==> src/rtl/bus_ts_fifo.sv <==
// bus_ts_fifo: per-terminal outbound queue feeding the data bus.
// Every entry stores the packet together with the free-running cycle count
// sampled at push time. The popped word is shown with its push timestamp, so
// the consumer gets an exact send time.
//
// Ports:
//   clk_i        clock, rising edge
//   reset_i      asynchronous active-high reset
//   push_i       write strobe; d_push_i is the packet to enqueue
//   pop_i        read strobe from the bus
//   d_pop_o      head packet (show-ahead), 0 while empty
//   ts_pop_o     push timestamp of the head packet, 0 while empty
//   pndng_o      FIFO non-empty
//   full_o       FIFO holds profundidad entries
//   count_o      occupancy
//   overflow_o   sticky: a push was rejected
//   underflow_o  sticky: a pop was issued while empty
//   bad_id_o     sticky: a packet with an illegal destination was pushed
//   clr_flags_i  synchronous clear of the sticky flags (a same-cycle set wins)
//   ts_now_o     current timestamp counter
module bus_ts_fifo #(
    parameter int unsigned width       = 32,
    parameter int unsigned profundidad = 16,
    parameter int unsigned ts_width    = 32,
    parameter int unsigned drivers     = 2,
    parameter logic [7:0]  broadcast   = 8'hFF
) (
    input  logic                             clk_i,
    input  logic                             reset_i,
    input  logic                             push_i,
    input  logic [width-1:0]                 d_push_i,
    input  logic                             pop_i,
    output logic [width-1:0]                 d_pop_o,
    output logic [ts_width-1:0]              ts_pop_o,
    output logic                             pndng_o,
    output logic                             full_o,
    output logic [$clog2(profundidad):0]     count_o,
    output logic                             overflow_o,
    output logic                             underflow_o,
    output logic                             bad_id_o,
    input  logic                             clr_flags_i,
    output logic [ts_width-1:0]              ts_now_o
);

    localparam int unsigned PtrW   = $clog2(profundidad);
    localparam int unsigned CntW   = PtrW + 1;
    localparam logic [7:0]  NumDrv = 8'(drivers);

    logic [width-1:0]    data_mem_q [profundidad];
    logic [ts_width-1:0] ts_mem_q   [profundidad];

    logic [PtrW-1:0]     wr_ptr_q, wr_ptr_d;
    logic [PtrW-1:0]     rd_ptr_q, rd_ptr_d;
    logic [CntW-1:0]     count_q, count_d;
    logic [ts_width-1:0] ts_q, ts_d;
    logic                overflow_q, overflow_d;
    logic                underflow_q, underflow_d;
    logic                bad_id_q, bad_id_d;

    logic       empty, full, push_ok, pop_ok;
    logic [7:0] dest;

    assign empty = (count_q == '0);
    assign full  = (count_q == CntW'(profundidad));
    assign dest  = d_push_i[width-1 -: 8];

    // A pop frees a slot in the same edge, so a push into a full FIFO is
    // accepted whenever it is paired with a pop.
    assign pop_ok  = pop_i & ~empty;
    assign push_ok = push_i & (~full | pop_i);

    always_comb begin
        wr_ptr_d    = wr_ptr_q;
        rd_ptr_d    = rd_ptr_q;
        count_d     = count_q;
        ts_d        = ts_q + ts_width'(1);
        overflow_d  = overflow_q & ~clr_flags_i;
        underflow_d = underflow_q & ~clr_flags_i;
        bad_id_d    = bad_id_q & ~clr_flags_i;

        if (push_ok) begin
            wr_ptr_d = wr_ptr_q + PtrW'(1);
        end
        if (pop_ok) begin
            rd_ptr_d = rd_ptr_q + PtrW'(1);
        end

        unique case ({push_ok, pop_ok})
            2'b10:   count_d = count_q + CntW'(1);
            2'b01:   count_d = count_q - CntW'(1);
            default: count_d = count_q;
        endcase

        if (push_i && full && !pop_i) begin
            overflow_d = 1'b1;
        end
        if (pop_i && empty) begin
            underflow_d = 1'b1;
        end
        if (push_ok && (dest >= NumDrv) && (dest != broadcast)) begin
            bad_id_d = 1'b1;
        end
    end

    always_ff @(posedge clk_i or posedge reset_i) begin
        if (reset_i) begin
            wr_ptr_q    <= '0;
            rd_ptr_q    <= '0;
            count_q     <= '0;
            ts_q        <= '0;
            overflow_q  <= 1'b0;
            underflow_q <= 1'b0;
            bad_id_q    <= 1'b0;
        end else begin
            wr_ptr_q    <= wr_ptr_d;
            rd_ptr_q    <= rd_ptr_d;
            count_q     <= count_d;
            ts_q        <= ts_d;
            overflow_q  <= overflow_d;
            underflow_q <= underflow_d;
            bad_id_q    <= bad_id_d;
        end
    end

    // Storage is not reset; stale contents are masked by the empty gating below.
    always_ff @(posedge clk_i) begin
        if (push_ok && !reset_i) begin
            data_mem_q[wr_ptr_q] <= d_push_i;
            ts_mem_q[wr_ptr_q]   <= ts_q;
        end
    end

    always_comb begin
        d_pop_o  = '0;
        ts_pop_o = '0;
        if (!empty) begin
            d_pop_o  = data_mem_q[rd_ptr_q];
            ts_pop_o = ts_mem_q[rd_ptr_q];
        end
    end

    assign pndng_o     = ~empty;
    assign full_o      = full;
    assign count_o     = count_q;
    assign overflow_o  = overflow_q;
    assign underflow_o = underflow_q;
    assign bad_id_o    = bad_id_q;
    assign ts_now_o    = ts_q;

endmodule

==> config.mk <==
export PLATFORM = sky130hd
export DESIGN_NAME = bus_ts_fifo
export DESIGN_NICKNAME = d
export VERILOG_FILES = /design/src/rtl/bus_ts_fifo.sv
export SDC_FILE = /design/constraint.sdc
export NUM_CORES = 1
export LEC_CHECK = 0
export CORE_MARGIN = 1.5
export CORE_UTILIZATION = 55
export CTS_BUF_LIST = sky130_fd_sc_hd__clkbuf_16
export DETAILED_ROUTE_END_ITERATION = 16
export PLACE_DENSITY = 0.73
export REMOVE_ABC_BUFFERS = 1
export SYNTH_ARGS = -nofsm -noshare
export SYNTH_HDL_FRONTEND = slang
export SYNTH_SLANG_ARGS = --single-unit
==> constraint.sdc <==
create_clock -name clk_i -period 9.2 [get_ports clk_i]
set_input_delay 0.92 -clock clk_i [delete_from_list [all_inputs] [get_ports clk_i]]
set_output_delay 0.92 -clock clk_i [all_outputs]
set_load 0.02 [all_outputs]
### Word level (Yosys, flattened, before mapping)

Memory sizes are Yosys's and may differ from the RTL's.
Cells that the tools add are included.

| operators by class | value |
|---|---|
| add/sub/neg operators | 5 |
| $mul | 0 |
| divide/modulo/power cells | 0 |
| $lt $le $gt $ge | 1 |
| equal/unequal tests | 4 |
| shift operators | 0 |
| multiplexer cells | 8 |
| bitwise gates (word level) | 9 |
| reductions and logical operators | 10 |

Operators with widths:

| cell | number |
|---|---|
| $mux W32 | 2 |
| $add A32 B1 Y32 const B | 1 |
| $pmux W5 S2 | 1 |
| $add A4 B1 Y4 const B | 2 |
| $ge A8 B2 Y1 const B | 1 |
| $ne A8 B8 Y1 const B | 1 |
| $logic_and A1 B1 Y1 | 6 |
| $add A5 B1 Y5 const B | 1 |
| $and A1 B1 Y1 | 5 |
| $eq A5 B5 Y1 const B | 1 |
| $logic_not A5 Y1 | 1 |
| $mux W1 | 5 |
| $sub A5 B1 Y5 const B | 1 |
| $not A1 Y1 | 3 |
| $eq A2 B1 Y1 const B | 1 |
| $eq A2 B2 Y1 const B | 1 |
| $logic_not A1 Y1 | 2 |
| $reduce_bool A2 Y1 | 1 |
| $or A1 B1 Y1 | 1 |

| storage, ports and cells | value |
|---|---|
| register bits | 48 |
| bits in latches | 0 |
| memory bits (writable) | 1024 |
| bits in read-only memories | 0 |
| logic and storage cells | 46 |
| memories | 2 |

Memory list:

| memory | words | width | rd ports | clocked after memory_dff | write ports | line | source |
|---|---|---|---|---|---|---|---|
| data_mem_q | 16 | 32 | 1 | 0 | 1 | 49 | `logic [width-1:0] data_mem_q [profundidad];` |
| ts_mem_q | 16 | 32 | 1 | 0 | 1 | 50 | `logic [ts_width-1:0] ts_mem_q [profundidad];` |

### Logic depth before layout (Yosys ltp)

Gate-level depths: netlist (run 1).

| depth | value |
|---|---|
| word-level depth | 7 |
| depth in mapped cells | 13 |
| depth with buffers taken out | 11 |

### Least setup slack after synthesis (run 1)

Ideal clock, no wire load.

| timing path | value |
|---|---|
| path kind | input to register |
| from | in pop_i |
| to | mem data_mem_q[3][0], enable pin |
| setup time | 0.670 ns |
| arrival | 7.847 ns |
| setup slack | 0.683 ns |
| cell stages on the path | 4 |
| path buffers | 1 |
| cells stage by stage | o31ai_4 -> buf_4 -> nor2_1 -> nor4b_1 |

| on the way | value |
|---|---|
| word-level cells in the longest chain between the ends | 5 |

RTL lines:

| element | line | source |
|---|---|---|
| from (decl) | 32 | `input logic pop_i,` |
| $or A1 B1 Y1 | 70 | `assign push_ok = push_i & (~full \| pop_i);` |
| $and A1 B1 Y1 | 70 |  |
| $logic_and A1 B1 Y1 | 127 | `if (push_ok && !reset_i) begin` |
| $mux W1 | 127 |  |
| $mux W1 (implied by the code) | 128 | `data_mem_q[wr_ptr_q] <= d_push_i;` |
| to (decl) | 49 |  |

No other way between the ends.

### Final worst setup path (run 1)

| timing path | value |
|---|---|
| from | reg rd_ptr_q[1] |
| to | out ts_pop_o[19] |

| on the way | value |
|---|---|
| word-level cells in the longest chain between the ends | 2 |

RTL lines:

| element | line | source |
|---|---|---|
| from (decl) | 53 | `logic [PtrW-1:0] rd_ptr_q, rd_ptr_d;` |
| from (signal assigned) | 116 | `rd_ptr_q <= rd_ptr_d;` |
| $mem_v2 Z16 W32 | -- |  |
| $mux W32 | 136 | `if (!empty) begin` |
| to (decl) | 34 | `output logic [ts_width-1:0] ts_pop_o,` |

No other way between the ends.

==> flow_metrics.env, run 1 <==
export IMPL_fin_crit_sh=0.568
export IMPL_drv_cap=0
export IMPL_fin_cells=3080
export IMPL_fp_dieW_um=276
export IMPL_ys_seq_elements=1072
export IMPL_cts_hold_fix_buffers=0
export IMPL_hold_viol=0
export IMPL_gp_congestion=0.755
export IMPL_first_pass_iters=5
export IMPL_wl_per_cell_um=29.7
export IMPL_synth_ff_type="edfxtp_1"
export IMPL_cp_slowest_cell="dfrtp_4"
export IMPL_dp_cells=2885
export IMPL_setup_viol=0
export IMPL_cts_resized=0
export IMPL_crit_path_max_fanout=54
export IMPL_worst_pin_slew_ps=1060
export IMPL_relSlewSlack=0.295
export IMPL_postCtsSetupRepairBufs=0
export IMPL_cp_data_required_time_ps=8280
export IMPL_powerDensity_nw_per_um2=293
export IMPL_nets=2067
export IMPL_synthArstFlopShare=0.0448
export IMPL_status="finished, final reports clean"
export IMPL_cp_end_kind="output pin"
export IMPL_crit_type="flip-flop to output pin"
export IMPL_core_area_um2=74200
export IMPL_slew_viol_final=0
export IMPL_crit_chain="buf_4 -> mux4_2 -> mux2_2 -> o21ai_1 -> a21oi_1 -> clkdlybuf4s50_1"
export IMPL_port_buffers=142
export IMPL_ioPinCount=143
export IMPL_worst_path_buf_inv=2
export IMPL_clock_fmax_mhz=191
export IMPL_power_leakage_nw=15.6
export IMPL_critPathMaxStageDelay_ps=940
export IMPL_yosys_warnings=0
export IMPL_grt_max_degree=161
export IMPL_syn_area_per_cell_um2=22.3
export IMPL_crit_arrival_ps=4300
export IMPL_wl_mm=91.4
export IMPL_grt_pass1_wl_mm=135
export IMPL_synth_cells=1839
export IMPL_cts_max_level=3
export IMPL_via_count=19578
export IMPL_drc=0
export IMPL_fin_util=0.631
export IMPL_die_y_um=276
export IMPL_start_util=0.554
export IMPL_cts_path_max_buffers=3
export IMPL_fin_skew_ps=28.8
export IMPL_detail_route_vias_per_cell=6.36
export IMPL_hpwlAfterDp_mm=45.4
export IMPL_cts_inserted_buffers=103
export IMPL_drt_iter0_markers=2244
export IMPL_clk_latency_ps=670
export IMPL_layout_drive_gt1_share=0.227
export IMPL_cp_start_kind="flip-flop"
export IMPL_grt_ovfl_total=0
export IMPL_grt_pass1_vias=20364
export IMPL_grt_usage=0.243
export IMPL_synth_area_um2=41100
export IMPL_cpLargestDelayFamily="buffers and inverters"
export IMPL_ant_nets=0
export IMPL_dieArea_um2=76400
export IMPL_cts_sinks=1072
export IMPL_min_path_type="flip-flop to flip-flop"
export IMPL_nFillCells=4819
export IMPL_yosysSeqAreaShare=0.778
export IMPL_layout_min_cycle_time_ps=5220
export IMPL_multi_input_area_um2=8660
export IMPL_num_rows=100
export IMPL_clkTransAtPathRegs_ps=60
export IMPL_cts_tree="done"
export IMPL_synthToLayoutAreaGrowth_pct=13.9
export IMPL_vdd_drop_max_mv=0.299
export IMPL_seqCellArea_um2=32000
export IMPL_yosysUniqueCellTypes=49
export IMPL_root_buffer="clkbuf_16"
export IMPL_synth_edf_count=1024
export IMPL_rsz0062_at_grt="false"
export IMPL_grt_antenna_before_repair=3
layout make-up:
type	count	share of cell area
Antenna cell	1	0.0000535
Clock buffer	103	0.0551
Clock inverter	91	0.0138
Inverter	13	0.00110
Multi-Input combinational cell	656	0.185
Sequential cell	1072	0.683
Tap cell	969	0.0259
Timing Repair Buffer	175	0.0362
per-stage QoR:
step                      total power, W  hold slack, ps  instance area (um^2)  setup WS [ps]  TNS (ps)
final                             0.0137             497                 46800           3980         0
after detailed placement         0.00982             485                 43600           4560         0
after global placement           0.00977             477                 43600           4580         0
after CTS                         0.0138             498                 46800           3850         0
after global routing              0.0142             535                 46800           3690         0
after floorplan                  0.00892             515                 40600          -2850   -148130
kinds of logic after synthesis:
logic type / share of synthesized area
flip-flops: 0.778
AND/OR/NAND/NOR: 0.0166
multiplexers: 0.152
buffers and inverters: 0.0134
XOR/XNOR: 0.00895
AO/OA/AOI/OAI: 0.0290
adder cells (fa/ha/maj): 0.00274
layer usage:
metal	wire length, um	track usage	part of all wire
met3	7740	0.0442	0.085
met2	45400	0.390	0.50
met1	36100	0.345	0.39
met5	26	0	0.00028
met4	2110	0.0758	0.023
flip-flops by register name (all words and copies together) (netlist names):
signal       count
bad_id_o         1
count_o          5
data_mem_q     512
overflow_o       1
rd_ptr_q         4
ts_mem_q       512
ts_now_o        32
underflow_o      1
wr_ptr_q         4
power breakdown:
part	internal (W)	leakage [nW]	switching (W)	total, W
Combinational	0.00181	3.46	0.00208	0.00389
Clock	0.00226	1.72	0.00175	0.00401
Sequential	0.00556	10.4	0.000235	0.00579
placed cells by master (no fill, tap or decap), types with 3 or more instances in the layout:
cell type        count
clkinv_2            18
nor2b_1              5
inv_1               47
nor2_1              11
xnor2_1             27
nand3_1             13
a22oi_1             89
clkbuf_16          103
mux2i_1             33
ha_1                 9
dfrtp_4              4
mux2_2              22
inv_6                4
and2_4              15
xor2_1              15
a21oi_1             65
clkdlybuf4s50_1    142
and3_1               5
nand2_1             11
nand4_1             17
clkinv_1            19
buf_4               31
nor3_1               4
o21ai_1             24
mux4_2             250
bufinv_16            8
dfrtp_1             44
edfxtp_1          1024
and4_1               3
nor4b_1              3
final timing paths:
check,startpoint,to,slack [ps],depth (start not counted)
worst max register to register,count_o[1]$_DFFE_PP0P_,count_o[4]$_DFFE_PP0P_,5630,11
worst max-delay path,rd_ptr_q[1]$_DFFE_PP0P_,ts_pop_o[19],3980,6
max in group asynchronous,reset_i,rd_ptr_q[1]$_DFFE_PP0P_,7700,3
worst min-delay path,ts_now_o[1]$_DFF_PP0_,ts_now_o[1]$_DFF_PP0_,500,1
min in group asynchronous,reset_i,wr_ptr_q[1]$_DFFE_PP0P_,950,3
worst min register to register,ts_now_o[1]$_DFF_PP0_,ts_now_o[1]$_DFF_PP0_,500,1
synthesized netlist by cell type, types with 2 or more instances:
cell,n,area [um^2]
edfxtp_1,1024,30700
mux4_2,250,5630
a22oi_1,89,668
a21oi_1,65,325
dfrtp_1,48,1200
clkbuf_1,38,143
mux2i_1,33,330
xnor2_1,27,236
buf_2,26,130
o21ai_1,24,120
mux2_2,22,248
buf_4,20,150
nand4_1,17,106
and2_1,16,100
xor2_1,15,131
nand3_1,13,65.1
inv_1,12,45.0
nor2_1,12,45.0
buf_1,11,41.3
nand2_1,11,41.3
ha_1,9,113
nor2b_1,7,43.8
and3_1,5,31.3
and4_1,4,35.0
nor3_1,4,20.0
nor4b_1,4,35.0
buf_6,3,33.8
a211oi_1,2,15.0
nand3b_1,2,15.0
nand4b_1,2,17.5
nor4_1,2,12.5
nor4_2,2,25.0
o21ai_0,2,10.0
o22ai_1,2,12.5
or2_2,2,12.5
Power figures use the tool's default switching activity.
==> run 2, diff against run 1 <==
clock period = 5 ns   (was 9.2 ns; I/O delays follow)
==> run 2 against run 1 <==
Final cell count increased by 0.13%; clock power grew 84%; setup slack lost 3200 ps; critical path depth down 1; largest cell class unchanged; die area is the same; global-route usage fell by 0.057 points; non-clock buffer count grew 20; clock-buffer cell count down 2; combinational power is 89% higher; critical path type unchanged.
==> flow_metrics.env, run 2 (synthesis gave the netlist of run 1 again) <==
export IMPL_powerDensity_nw_per_um2=538
export IMPL_postCtsSetupRepairBufs=0
export IMPL_wl_mm=91.6
export IMPL_rsz0062_at_grt="false"
export IMPL_antenna_cells=0
export IMPL_clkTransAtPathRegs_ps=60
export IMPL_grt_pass1_vias=20757
export IMPL_synthToLayoutAreaGrowth_pct=14.6
export IMPL_drc=0
export IMPL_hpwlAfterDp_mm=47.8
export IMPL_clock_fmax_mhz=234
export IMPL_slew_viol_final=0
export IMPL_crit_arrival_ps=3770
export IMPL_hold_ws_ps=501
export IMPL_layout_min_cycle_time_ps=4270
export IMPL_holdPathEnd="ts_now_o[1]$_DFF_PP0_"
export IMPL_detail_route_vias_per_cell=6.42
export IMPL_gp_congestion=0.761
export IMPL_cp_end_kind="output pin"
export IMPL_cp_start_kind="flip-flop"
export IMPL_via_count=19812
export IMPL_grt_ovfl_total=0
export IMPL_rrSetupSlack_ps=1200
export IMPL_dieArea_um2=76400
export IMPL_status="finished, final reports clean"
export IMPL_relSlewSlack=0.217
export IMPL_vdd_drop_max_mv=0.465
export IMPL_cts_tree="done"
export IMPL_final_common_cell="edfxtp_1"
export IMPL_worst_pin_slew_ps=1180
export IMPL_crit_type="flip-flop to output pin"
export IMPL_first_pass_iters=7
export IMPL_die_y_um=276
export IMPL_fp_dieW_um=276
export IMPL_fin_skew_ps=21.6
export IMPL_final_cell_mix="edfxtp_1 (1024), mux4_2 (250), clkdlybuf4s50_1 (142)"
export IMPL_ioPinCount=143
export IMPL_cts_hold_fix_buffers=0
export IMPL_drt_iter0_markers=2245
export IMPL_crit_path_max_fanout=60
export IMPL_port_buffers=142
export IMPL_grt_usage=0.243
export IMPL_r2r_start="count_o[1]$_DFFE_PP0P_"
export IMPL_hold_viol=0
export IMPL_r2r_cells=11
export IMPL_root_buffer="clkbuf_16"
export IMPL_min_path_type="flip-flop to flip-flop"
export IMPL_fin_util=0.635
export IMPL_power_w=0.0253
export IMPL_ant_nets=0
export IMPL_core_area_um2=74200
export IMPL_layout_drive_gt1_share=0.234
export IMPL_power_leakage_nw=15.7
export IMPL_min_from="ts_now_o[1]$_DFF_PP0_"
export IMPL_cts_inserted_buffers=99
export IMPL_fin_crit_sh=0.853
export IMPL_drv_cap=0
export IMPL_hold_depth=1
export IMPL_num_rows=100
export IMPL_cts_sinks=1072
export IMPL_cts_max_level=3
export IMPL_r2r_end="count_o[4]$_DFFE_PP0P_"
export IMPL_cts_resized=0
export IMPL_setup_tns_ps=0
export IMPL_cts_path_max_buffers=3
export IMPL_setup_viol=0
export IMPL_grt_max_degree=68
export IMPL_clk_latency_ps=660
export IMPL_wl_per_cell_um=29.7
export IMPL_nFillCells=4777
export IMPL_cp_data_required_time_ps=4500
export IMPL_grt_pass1_wl_mm=136
export IMPL_grt_antenna_before_repair=1
export IMPL_start_util=0.554
export IMPL_nets=2083
run 2: worst max-delay path by stage:
stage | start | endpoint | slack (ps) | depth (start not counted)
2_1_floorplan | rd_ptr_q[1]$_DFFE_PP0P_ | d_pop_o[29] | -6630 | 4
3_3_place_gp | count_o[1]$_DFFE_PP0P_ | count_o[4]$_DFFE_PP0P_ | 1280 | 11
3_5_place_dp | count_o[0]$_DFFE_PP0P_ | count_o[4]$_DFFE_PP0P_ | 1240 | 11
4_1_cts | rd_ptr_q[3]$_DFFE_PP0P_ | d_pop_o[19] | 710 | 5
5_1_grt | rd_ptr_q[1]$_DFFE_PP0P_ | ts_pop_o[8] | 640 | 5
6_report | rd_ptr_q[3]$_DFFE_PP0P_ | d_pop_o[19] | 730 | 5
run 2: layer usage:
layer | up-vias | track usage | wire [um]
li1 | 8162 | - | -
met1 | 10509 | 0.348 | 36800
met2 | 999 | 0.393 | 45300
met3 | 140 | 0.0382 | 7650
met4 | 2 | 0.0679 | 1810
met5 | - | 0 | 9
run 2: report_power, final:
group	leakage, nW	switching [W]	total [W]	internal, W
clock network	1.64	0.00316	0.00737	0.00421
logic	3.61	0.00395	0.00736	0.00342
registers	10.4	0.000358	0.0106	0.0102
run 2: area by class of cell:
type                       instances  area, um^2  share of cell area
multi-input combinational        656        8660               0.184
timing repair buffer             195        2040              0.0434
sequential                      1072       32000               0.679
inverter                          13        51.3             0.00109
clock inverter                    78         627              0.0133
tap                              969        1210              0.0257
clock buffer                     101        2530              0.0537
run 2: critical path, cell delays in order (launching register included):
cell and delay [ps]:
dfrtp_4 1030, buf_4 590, mux4_2 310, a22oi_1 100, a21oi_1 370, clkdlybuf4s50_1 680
run 2: metrics by stage:
stage | instance area, um^2 | worst slack [ps] | instances
detailed placement | 43900 | 1240 | 2905
CTS | 47100 | 706 | 3084
floorplan | 40600 | -6630 | 1741
global route | 47100 | 642 | 3084
global placement | 43900 | 1280 | 2905
finish | 47100 | 734 | 3084
==> run 3, diff against run 2 <==
REMOVE_ABC_BUFFERS = not set   (was 1)
==> run 3 against run 2 <==
Sequential share of layout area down 0.37 points; design area up 0.55%; die area is the same; clock skew down 2.5 ps; register-to-register slack improved by 600 ps; routed wire length is 0.46% higher; clock-buffer cell count up 7.
==> flow_metrics.env, run 3 (synthesis gave the netlist of run 1 again) <==
export IMPL_status="finished, final reports clean"
export IMPL_grt_pass1_wl_mm=137
export IMPL_power_leakage_nw=15.8
export IMPL_wl_per_cell_um=29.6
export IMPL_cts_sinks=1072
export IMPL_gp_congestion=0.753
export IMPL_vdd_drop_max_mv=0.467
export IMPL_crit_path_max_fanout=67
export IMPL_detail_route_vias_per_cell=6.43
export IMPL_critPathMaxStageDelay_ps=1080
export IMPL_final_common_cell="edfxtp_1"
export IMPL_first_pass_iters=8
export IMPL_cts_resized=0
export IMPL_r2r_start="count_o[2]$_DFFE_PP0P_"
export IMPL_cp_slowest_cell="dfrtp_4"
export IMPL_cp_data_required_time_ps=4500
export IMPL_rsz0062_at_grt="false"
export IMPL_min_from="clr_flags_i"
export IMPL_synthToLayoutAreaGrowth_pct=15.2
export IMPL_hold_viol=0
export IMPL_crit_path_start="rd_ptr_q[3]$_DFFE_PP0P_"
export IMPL_start_util=0.554
export IMPL_hpwlAfterDp_mm=49.0
export IMPL_cts_path_max_buffers=3
export IMPL_setup_viol=0
export IMPL_dieArea_um2=76400
export IMPL_worst_pin_slew_ps=1060
export IMPL_holdPathEnd="underflow_o$_DFF_PP0_"
export IMPL_drc=0
export IMPL_cp_start_kind="flip-flop"
export IMPL_hold_depth=2
export IMPL_dp_cells=2909
export IMPL_min_path_type="input port to flip-flop"
export IMPL_worst_path_buf_inv=2
export IMPL_grt_pass1_vias=20668
export IMPL_r2r_cells=11
export IMPL_port_buffers=142
export IMPL_grt_antenna_before_repair=5
export IMPL_crit_type="flip-flop to output pin"
export IMPL_clk_latency_ps=670
export IMPL_ant_nets=0
export IMPL_r2r_end="count_o[4]$_DFFE_PP0P_"
export IMPL_grt_max_degree=72
export IMPL_fin_crit_sh=0.885
export IMPL_cts_max_level=3
export IMPL_fin_skew_ps=19.1
export IMPL_cts_tree="done"
export IMPL_slew_viol_final=0
export IMPL_clock_fmax_mhz=226
export IMPL_grt_ovfl_total=0
export IMPL_layout_min_cycle_time_ps=4420
export IMPL_setup_tns_ps=0
export IMPL_crit_arrival_ps=3920
export IMPL_core_area_um2=74200
export IMPL_cts_inserted_buffers=105
export IMPL_power_w=0.0256
export IMPL_nets=2093
export IMPL_num_rows=100
export IMPL_syn_nets=1885
export IMPL_cpLargestDelayFamily="buffers and inverters"
export IMPL_powerDensity_nw_per_um2=541
export IMPL_rrSetupSlack_ps=1800
export IMPL_grt_usage=0.244
export IMPL_wl_mm=92.0
export IMPL_ioPinCount=143
export IMPL_cp_end_kind="output pin"
export IMPL_drv_cap=0
export IMPL_via_count=19985
export IMPL_cts_hold_fix_buffers=0
export IMPL_layout_drive_gt1_share=0.239
export IMPL_fin_cells=3110
export IMPL_fp_dieW_um=276
export IMPL_clkTransAtPathRegs_ps=60
export IMPL_die_y_um=276
export IMPL_nFillCells=4768
export IMPL_relSlewSlack=0.295
export IMPL_drt_iter0_markers=2404
export IMPL_postCtsSetupRepairBufs=0
export IMPL_crit_chain="buf_4 -> mux4_2 -> a22oi_1 -> a21oi_1 -> clkdlybuf4s50_1"
export IMPL_final_cell_mix="edfxtp_1 (1024), mux4_2 (250), clkdlybuf4s50_1 (142)"
export IMPL_root_buffer="clkbuf_16"
run 3: cell count changes in the layout (fill, tap and decap cells not counted), sizes merged:
cell / delta
clkbuf: +7
diode: +2
clkinvlp: +4
inv: +1
bufinv: -3
clkinv: +11
buf: +4
run 3: metrics by stage:
stage          instance area [um^2]  hold WS (ps)  worst slack [ps]  utilization
2_1_floorplan                 41100           515              1320            -
3_3_place_gp                  44000           502              1300        0.593
3_5_place_dp                  44000           522              1280        0.593
4_1_cts                       47300           458               556        0.638
5_1_grt                       47300           485               444        0.638
6_report                      47300           499               575        0.638
run 3: area by class of cell:
| class | instances | area [um^2] | share of cell area |
|---|---|---|---|
| Sequential cell | 1072 | 32000 | 0.675 |
| Multi-Input combinational cell | 656 | 8670 | 0.183 |
| Clock buffer | 108 | 2700 | 0.0571 |
| Timing Repair Buffer | 199 | 2070 | 0.0438 |
| Tap cell | 969 | 1210 | 0.0256 |
| Clock inverter | 91 | 668 | 0.0141 |
| Inverter | 13 | 51.3 | 0.00108 |
| Antenna cell | 2 | 5.00 | 0.000106 |
run 3: worst register-to-register path, cell delays in order (launching register included):
cell     delay, ps
dfrtp_1        490
or4_4          590
nor2_8         250
inv_4          220
and2_4         260
ha_1           290
xor2_1         180
ha_1           230
and3b_1        170
o21ai_0        150
a31oi_1        120
xnor2_1        130
run 3: routing by layer:
metal,track usage,routed length [um],vias to the layer above
li1,-,-,8208
met1,0.347,36800,10706
met2,0.395,45900,916
met3,0.0391,7010,151
met4,0.0766,2210,4
met5,0,27,-
run 3: power breakdown:
| group | switching, W | internal [W] | leakage [nW] |
|---|---|---|---|
| registers | 0.000463 | 0.0102 | 10.4 |
| logic | 0.00385 | 0.00344 | 3.64 |
| clock network | 0.00330 | 0.00433 | 1.73 |
| total | 0.00761 | 0.0180 | 15.8 |
run 3: worst max path at each step:
stage | endpoint | slack (ps) | cells past startpoint
finish | d_pop_o[31] | 580 | 5
global route | d_pop_o[31] | 440 | 5
CTS | d_pop_o[31] | 560 | 5
detailed placement | d_pop_o[29] | 1280 | 6
global placement | d_pop_o[29] | 1300 | 6
floorplan | data_mem_q[11][0]$_DFFE_PP_ | 1320 | 2
